==> config.mk <==
export PLATFORM = sky130hd
export DESIGN_NAME = mem_arbiter_flat
export DESIGN_NICKNAME = d
export VERILOG_FILES = /design/src/rtl/mem_arbiter_if.sv /design/src/rtl/mem_arbiter.sv /design/src/flat_wrapper.sv
export SDC_FILE = /design/constraint.sdc
export NUM_CORES = 1
export LEC_CHECK = 0
export BUFFER_PORTS_ARGS = -buffer_cell sky130_fd_sc_hd__buf_2
export CORE_ASPECT_RATIO = 2
export CORE_UTILIZATION = 37
export DETAILED_ROUTE_END_ITERATION = 12
export GPL_TIMING_DRIVEN = 1
export HOLD_SLACK_MARGIN = 0.02
export PLACE_DENSITY = 0.79
export SYNTH_ARGS = -nofsm -noshare
export SYNTH_HDL_FRONTEND = slang
export SYNTH_SLANG_ARGS = --single-unit
==> constraint.sdc <==
create_clock -name clk -period 2 [get_ports clk]
set_clock_uncertainty 0.05 [all_clocks]
set_input_delay 0.3 -clock clk [delete_from_list [all_inputs] [get_ports clk]]
set_output_delay 0.3 -clock clk [all_outputs]
set_load 0.005 [all_outputs]
==> src/rtl/mem_arbiter_if.sv <==
// Signal bundle shared by the two cache controllers, the memory arbiter and
// the four-banked main memory. The arbiter uses the slave view; the
// requesters and the memory model together use the master view.
interface mem_arbiter_if #(
    parameter int ADDR_W = 16,
    parameter int DATA_W = 16
);
    // Requester side
    logic [1:0]        req_rd;
    logic [1:0]        req_wr;
    logic [ADDR_W-1:0] req_addr0;
    logic [ADDR_W-1:0] req_addr1;
    logic [DATA_W-1:0] req_wdata0;
    logic [DATA_W-1:0] req_wdata1;
    logic [1:0]        gnt;
    logic [1:0]        rvalid;
    logic [DATA_W-1:0] rdata;
    logic [1:0]        err;

    // Memory side
    logic [3:0]        busy;
    logic              mem_rd;
    logic              mem_wr;
    logic [ADDR_W-1:0] mem_addr;
    logic [DATA_W-1:0] mem_data_in;
    logic [DATA_W-1:0] mem_data_out;

    modport slave (
        input  req_rd, req_wr, req_addr0, req_addr1, req_wdata0, req_wdata1,
        input  busy, mem_data_out,
        output gnt, rvalid, rdata, err,
        output mem_rd, mem_wr, mem_addr, mem_data_in
    );

    modport master (
        output req_rd, req_wr, req_addr0, req_addr1, req_wdata0, req_wdata1,
        output busy, mem_data_out,
        input  gnt, rvalid, rdata, err,
        input  mem_rd, mem_wr, mem_addr, mem_data_in
    );
endinterface

==> src/rtl/mem_arbiter.sv <==
// Two-requester arbiter in front of a four-banked main memory.
// Requester 0 is the instruction cache, requester 1 the data cache. Each
// cycle at most one legal request whose bank is idle is granted and drives
// the memory port combinationally; ties alternate via rr_last. Accepted
// reads are tagged in a shift pipe so returned data is steered back to its
// owner RD_LAT cycles later.
module mem_arbiter #(
    parameter int ADDR_W = 16,
    parameter int DATA_W = 16,
    parameter int RD_LAT = 2
) (
    input logic          clk,
    input logic          rst,
    mem_arbiter_if.slave bus
);
    logic [1:0]        legal;
    logic [1:0]        eligible;
    logic [1:0]        grant;
    logic              win_id;
    logic              win_rd;
    logic [ADDR_W-1:0] win_addr;
    logic [DATA_W-1:0] win_data;
    logic              rr_last;
    logic [ADDR_W-1:0] addr_q;
    logic [DATA_W-1:0] data_q;
    logic [RD_LAT-1:0] pipe_vld;
    logic [RD_LAT-1:0] pipe_id;
    logic              ret_vld;

    // Legality, bank availability and round-robin selection of one winner.
    // Grants are suppressed while reset is held so no strobe escapes during reset.
    always_comb begin
        // NOTE: every signal written here gets a default first, so no path can infer a latch.
        legal       = bus.req_rd ^ bus.req_wr;
        eligible[0] = legal[0] & ~bus.busy[bus.req_addr0[2:1]];
        eligible[1] = legal[1] & ~bus.busy[bus.req_addr1[2:1]];
        grant       = 2'b00;
        win_id      = 1'b0;
        if (!rst) begin
            if (eligible[0] && eligible[1]) begin
                win_id = ~rr_last;
                grant  = win_id ? 2'b10 : 2'b01;
            end else if (eligible[0]) begin
                win_id = 1'b0;
                grant  = 2'b01;
            end else if (eligible[1]) begin
                win_id = 1'b1;
                grant  = 2'b10;
            end
        end
        win_rd   = win_id ? bus.req_rd[1]     : bus.req_rd[0];
        win_addr = win_id ? bus.req_addr1     : bus.req_addr0;
        win_data = win_id ? bus.req_wdata1    : bus.req_wdata0;
    end

    // Memory port and requester-facing outputs; address/data hold when idle.
    always_comb begin
        ret_vld         = pipe_vld[RD_LAT-1] & ~rst;
        bus.gnt         = grant;
        bus.err         = rst ? 2'b00 : (bus.req_rd & bus.req_wr);
        bus.mem_rd      = (|grant) & win_rd;
        bus.mem_wr      = (|grant) & ~win_rd;
        bus.mem_addr    = (|grant) ? win_addr : addr_q;
        bus.mem_data_in = (|grant) ? win_data : data_q;
        bus.rvalid      = 2'b00;
        bus.rdata       = '0;
        if (ret_vld) begin
            bus.rvalid = pipe_id[RD_LAT-1] ? 2'b10 : 2'b01;
            bus.rdata  = bus.mem_data_out;
        end
    end

    // Round-robin pointer and the last address/data driven to memory.
    always_ff @(posedge clk) begin
        // NOTE: sequential state uses non-blocking assignments so every register sees pre-edge values.
        if (rst) begin
            rr_last <= 1'b1;
            addr_q  <= '0;
            data_q  <= '0;
        end else if (|grant) begin
            rr_last <= win_id;
            addr_q  <= win_addr;
            data_q  <= win_data;
        end
    end

    // Read-tag pipe: stage 0 takes the accepted read, the last stage returns it.
    always_ff @(posedge clk) begin
        // NOTE: the valid bits must be cleared so in-flight reads are dropped; ids are cleared too for a clean state.
        if (rst) begin
            pipe_vld <= '0;
            pipe_id  <= '0;
        end else begin
            for (int i = RD_LAT - 1; i > 0; i--) begin
                pipe_vld[i] <= pipe_vld[i-1];
                pipe_id[i]  <= pipe_id[i-1];
            end
            pipe_vld[0] <= (|grant) & win_rd;
            pipe_id[0]  <= win_id;
        end
    end
endmodule

==> src/flat_wrapper.sv <==
// flat-port wrapper written by rule: the top's interface ports become plain ports
module mem_arbiter_flat 
#(
    parameter int ADDR_W = 16,
    parameter int DATA_W = 16,
    parameter int RD_LAT = 2
)
  (clk, rst, bus_req_rd, bus_req_wr, bus_req_addr0, bus_req_addr1, bus_req_wdata0, bus_req_wdata1, bus_busy, bus_mem_data_out, bus_gnt, bus_rvalid, bus_rdata, bus_err, bus_mem_rd, bus_mem_wr, bus_mem_addr, bus_mem_data_in);
  mem_arbiter_if #(.ADDR_W(ADDR_W), .DATA_W(DATA_W)) bus_i ();
  input logic clk;
  input logic rst;
  input wire logic [$bits(bus_i.req_rd)-1:0] bus_req_rd;
  input wire logic [$bits(bus_i.req_wr)-1:0] bus_req_wr;
  input wire logic [$bits(bus_i.req_addr0)-1:0] bus_req_addr0;
  input wire logic [$bits(bus_i.req_addr1)-1:0] bus_req_addr1;
  input wire logic [$bits(bus_i.req_wdata0)-1:0] bus_req_wdata0;
  input wire logic [$bits(bus_i.req_wdata1)-1:0] bus_req_wdata1;
  input wire logic [$bits(bus_i.busy)-1:0] bus_busy;
  input wire logic [$bits(bus_i.mem_data_out)-1:0] bus_mem_data_out;
  output wire logic [$bits(bus_i.gnt)-1:0] bus_gnt;
  output wire logic [$bits(bus_i.rvalid)-1:0] bus_rvalid;
  output wire logic [$bits(bus_i.rdata)-1:0] bus_rdata;
  output wire logic [$bits(bus_i.err)-1:0] bus_err;
  output wire logic [$bits(bus_i.mem_rd)-1:0] bus_mem_rd;
  output wire logic [$bits(bus_i.mem_wr)-1:0] bus_mem_wr;
  output wire logic [$bits(bus_i.mem_addr)-1:0] bus_mem_addr;
  output wire logic [$bits(bus_i.mem_data_in)-1:0] bus_mem_data_in;
  assign bus_i.req_rd = bus_req_rd;
  assign bus_i.req_wr = bus_req_wr;
  assign bus_i.req_addr0 = bus_req_addr0;
  assign bus_i.req_addr1 = bus_req_addr1;
  assign bus_i.req_wdata0 = bus_req_wdata0;
  assign bus_i.req_wdata1 = bus_req_wdata1;
  assign bus_i.busy = bus_busy;
  assign bus_i.mem_data_out = bus_mem_data_out;
  assign bus_gnt = bus_i.gnt;
  assign bus_rvalid = bus_i.rvalid;
  assign bus_rdata = bus_i.rdata;
  assign bus_err = bus_i.err;
  assign bus_mem_rd = bus_i.mem_rd;
  assign bus_mem_wr = bus_i.mem_wr;
  assign bus_mem_addr = bus_i.mem_addr;
  assign bus_mem_data_in = bus_i.mem_data_in;
  mem_arbiter #(.ADDR_W(ADDR_W), .DATA_W(DATA_W), .RD_LAT(RD_LAT)) u_core (.clk(clk), .rst(rst), .bus(bus_i));
endmodule
==> results_tabular.tex <==
\begin{tabular}{lr}
\hline
Metric & Value \\
\hline
\multicolumn{2}{l}{\textbf{Critical path}} \\
\quad Ordered cell list for the critical path & buf\_8 > mux2\_4 > a2bb2oi\_2 > or3\_4 > buf\_6 > mux2i\_4 > and2\_1 > buf\_2 \\
\quad Highest net fanout along the worst path & 4 \\
\quad Critical path class & in2out \\
\quad Crit start category & input port \\
\quad Type of element capturing the critical path & output pin \\
\quad Arrival time of data at the critical path endpoint & roughly 1900 ps \\
\quad Slowest cell on the critical path & sky130\_fd\_sc\_hd\_\_or3\_4 \\
\quad Data required time at the worst endpoint & 1650 ps \\
\quad Slowest cell delay on critical path & 450 ps \\
\multicolumn{2}{l}{\textbf{Route}} \\
\quad Final routed wirelength across all metal layers & roughly 7600 µm \\
\quad Total met3 wirelength after detailed routing & a little over 500 µm \\
\quad M1 wire length & about 2600 µm \\
\quad Number of design rule violations left after detail routing & 0 \\
\quad Average vias per placed instance & $\sim$5 \\
\quad Vias & about 2900 \\
\quad Count of antenna-violating nets left after detailed routing & 0 \\
\quad Highest metal layer used by the detailed router & met4 \\
\quad Number of iterations in the first detailed-routing pass & 4 \\
\quad Average routed wire per standard cell & 13.4 µm \\
\quad Detailed-routed wire length on met2 & between 4000 and 5000 µm \\
\quad Count of routing violations after the opening detailed-route iteration & 86 \\
\multicolumn{2}{l}{\textbf{Synth}} \\
\quad Synth area leaders & sky130\_fd\_sc\_hd\_\_dfxtp\_1 36\%, sky130\_fd\_sc\_hd\_\_nand2\_1 17\%, sky130\_fd\_sc\_hd\_\_nand3\_1 9.4\%, sky130\_fd\_sc\_hd\_\_and2\_1 5.4\%, sky130\_fd\_sc\_hd\_\_a311oi\_1 4.6\% \\
\quad Unique masters post-synth & 35 \\
\quad Post-synthesis instance area & between 2000 and 2500 µm² \\
\quad Share of async-settable or async-resettable flops after synthesis & 0 \\
\quad Synthesis-stage register bit count & 37 \\
\quad Commonest register cell after synthesis & sky130\_fd\_sc\_hd\_\_dfxtp\_1 \\
\quad Number of flops mapped to enable cells by yosys & 0 \\
\quad Cell type with the highest aggregate area in the netlist & sky130\_fd\_sc\_hd\_\_dfxtp\_1 \\
\quad Post-synthesis sequential area ratio & 0.357 \\
\quad Number of warnings printed during yosys synthesis & 0 \\
\quad Count of mapped cells out of synthesis & $\sim$290 \\
\quad Net count after synthesis & 383 \\
\quad Post-synthesis average cell area & slightly above 7 µm² \\
\quad Fraction of synthesized cell area taken by the top area cell type & 0.357 \\
\multicolumn{2}{l}{\textbf{Floorplanning}} \\
\quad Die W & 54.9 µm \\
\quad Number of standard-cell rows in the floorplan & 38 \\
\quad Die Outline Area & between 5000 and 6000 µm² \\
\quad Core region area & between 5000 and 6000 µm² \\
\quad Number of top-level pins & between 100 and 150 \\
\quad Vertical extent of the die & about 110 µm \\
\quad Effective utilization at floorplan & 0.383 \\
\multicolumn{2}{l}{\textbf{Layout}} \\
\quad Post-route non-filler standard cell count & $\sim$570 \\
\quad Total area of multi-input combinational cells & 1430 µm² \\
\quad Antenna diode count & 0 \\
\quad Fraction of final layout cells with drive strength greater than 1 & 0.583 \\
\quad Fill cell instance count of the final layout & about 420 \\
\quad Sequential standard cell area & 742 µm² \\
\quad Syn-to-layout area delta & 87.6\% \\
\quad NumNets Final & between 500 and 600 \\
\multicolumn{2}{l}{\textbf{Timing}} \\
\quad Fin crit share & 1.14 \\
\quad Normalized max-slew margin & 0.695 \\
\quad Slew at the pin with the worst max-slew slack & 455 ps \\
\quad Pins Over Slew Limit & 0 \\
\quad TNS Setup & -6900 ps \\
\quad Final critical path time including I/O delays and setup & approximately 2300 ps \\
\quad Post-layout worst setup margin & -273 ps \\
\quad Count of final hold-check violations & 0 \\
\quad Maximum operating frequency & about 440 MHz \\
\quad Number of failing setup endpoints in the final timing report & 35 \\
\quad Unrepaired setup endpoints after global routing & true \\
\multicolumn{2}{l}{\textbf{Global route}} \\
\quad First-pass GRT wire length & about 11000 µm \\
\quad Number of antenna violations at the first check in global routing & 0 \\
\quad Leftover overflow at the end of global routing & 0 \\
\quad Pin count of the biggest net entering global routing & 22 \\
\quad Global-route usage over all layers & 0.244 \\
\quad Vias in the first global route & around 2600 \\
\multicolumn{2}{l}{\textbf{Placed design}} \\
\quad Post-detail-place hpwl & around 5300 µm \\
\quad Number of port buffers & roughly 150 \\
\quad Gp weighted congestion & around 0.78 \\
\quad Placed Cells incl. Taps & $\sim$550 \\
\quad Setup WS pre-CTS & -393 ps \\
\multicolumn{2}{l}{\textbf{Clock network}} \\
\quad Count of hold buffers inserted by post-cts repair & 0 \\
\quad Clock transition at the register clock pins on the worst setup and hold paths after CTS & 70 ps \\
\quad Clk Tree Root Cell & sky130\_fd\_sc\_hd\_\_clkbuf\_8 \\
\quad Number of clock sinks & 37 \\
\quad Clock tree from TritonCTS & built \\
\quad Max Buffers Root-to-Sink & 2 \\
\quad Deepest level of the CTS H-tree & 2 \\
\quad Total clock buffers created by CTS & 5 \\
\quad Latest clock arrival within the worst-skew pair & approximately 300 ps \\
\multicolumn{2}{l}{\textbf{Status}} \\
\quad Failing checks & setup timing \\
\quad Outcome & finished with violations \\
\multicolumn{2}{l}{\textbf{Run}} \\
\quad Max\_cap viols & 0 \\
\multicolumn{2}{l}{\textbf{Power}} \\
\quad Standby leakage power & $\sim$2.1 nW \\
\quad Power density of the placed cells & 639 nW/µm² \\
\quad VDD IR-drop max & approximately 570 µV \\
\multicolumn{2}{l}{\textbf{Worst hold path}} \\
\quad Worst Hold Class & in2reg \\
\hline
\end{tabular}
## worst paths after layout
| check | start | endpoint | slack (ps) | depth (start not counted) |
|---|---|---|---|---|
| hold / removal | bus_req_addr0[7] | u_core.addr_q[7]$_SDFF_PP0_ | 180 | 3 |
| setup reg to reg | u_core.rr_last$_SDFFE_PP1P_ | u_core.addr_q[10]$_SDFF_PP0_ | 270 | 7 |
| setup / recovery | bus_req_addr1[2] | bus_mem_wr | -270 | 8 |
| hold reg to reg | u_core.pipe_id[0]$_SDFF_PP0_ | u_core.pipe_id[1]$_SDFF_PP0_ | 390 | 1 |
## power breakdown
part | total [mW] | switching (mW) | internal [mW] | leakage, nW
Clock | 0.779 | 0.284 | 0.496 | 0.0681
Sequential | 0.848 | 0.0343 | 0.814 | 0.304
Combinational | 0.859 | 0.391 | 0.468 | 1.76
## routing by layer
metal,track usage,vias up
met1,0.231,1328
met2,0.472,128
li1,-,1421
met5,0,-
met3,0.0494,16
met4,0.0821,0
## final cells by class
| type | instances | area share |
|---|---|---|
| tap | 60 | 0.0193 |
| clock inverter | 3 | 0.0167 |
| timing repair buffer | 227 | 0.378 |
| timing repair inverter | 1 | 0.00225 |
| sequential | 37 | 0.191 |
| multi-input combinational | 231 | 0.368 |
| inverter | 4 | 0.00707 |
| clock buffer | 5 | 0.0177 |
## cell families (layout without fill, tap and decap cells)
group / Yosys count / count (layout) / synth area share
mux: 5 / 5 / 0.0277
compound gates: 35 / 35 / 0.128
fa+ha+maj: 2 / 2 / 0.0121
buf+inv: 23 / 240 / 0.0573
flops: 37 / 37 / 0.357
simple gates: 189 / 189 / 0.417
## placed cells by master, fill, tap and decap left out, drive strengths merged, types with 3 or more instances in the layout
cell type and n:
buf 226, dfxtp 37, a31oi 12, and2 18
nand3 39, nand2 103, mux2 3, clkbuf 6
inv 4, nor2b 7, a311oi 12, nor2 16
## critical path: cells and delay by family
kind	cells	cell delay, ps
AND/OR/NAND/NOR	2	580
multiplexers	2	490
buffers and inverters	3	390
AO/OA/AOI/OAI	1	160
## state kept, by name (all words and copies together) (netlist names)
register	cells
u_core.addr_q	16
u_core.data_q	16
u_core.pipe_id	2
u_core.pipe_vld	2
u_core.rr_last	1
## synthesized netlist by cell type (all sizes together) (2+ instances only)
cell    number
a311oi      12
a31oi       12
and2        18
buf          8
clkbuf      11
dfxtp       37
ha           2
inv          3
mux2         3
mux2i        2
nand2      103
nand3       39
nor2        16
nor2b        7
nor3b        2
o21ai        2
o22a         2
## per-stage QoR
step | area [µm²] | total power, mW | util | hold slack (ps)
2_1_floorplan | 2120 | 1.19 | - | 364
3_3_place_gp | 3410 | 1.58 | 0.630 | 368
3_5_place_dp | 3410 | 1.60 | 0.630 | 379
4_1_cts | 3740 | 2.45 | 0.691 | 168
5_1_grt | 3890 | 2.62 | 0.718 | 188
6_report | 3890 | 2.49 | 0.718 | 176
## repair_timing
item | CTS | global route
gates cloned | 2 | 2
setup endpoints to repair | 37 | 36
resized for setup | 26 | 31
buffers inserted | 5 | 0
pin swaps | 4 | 2
(Power assumes the default switching activity.)
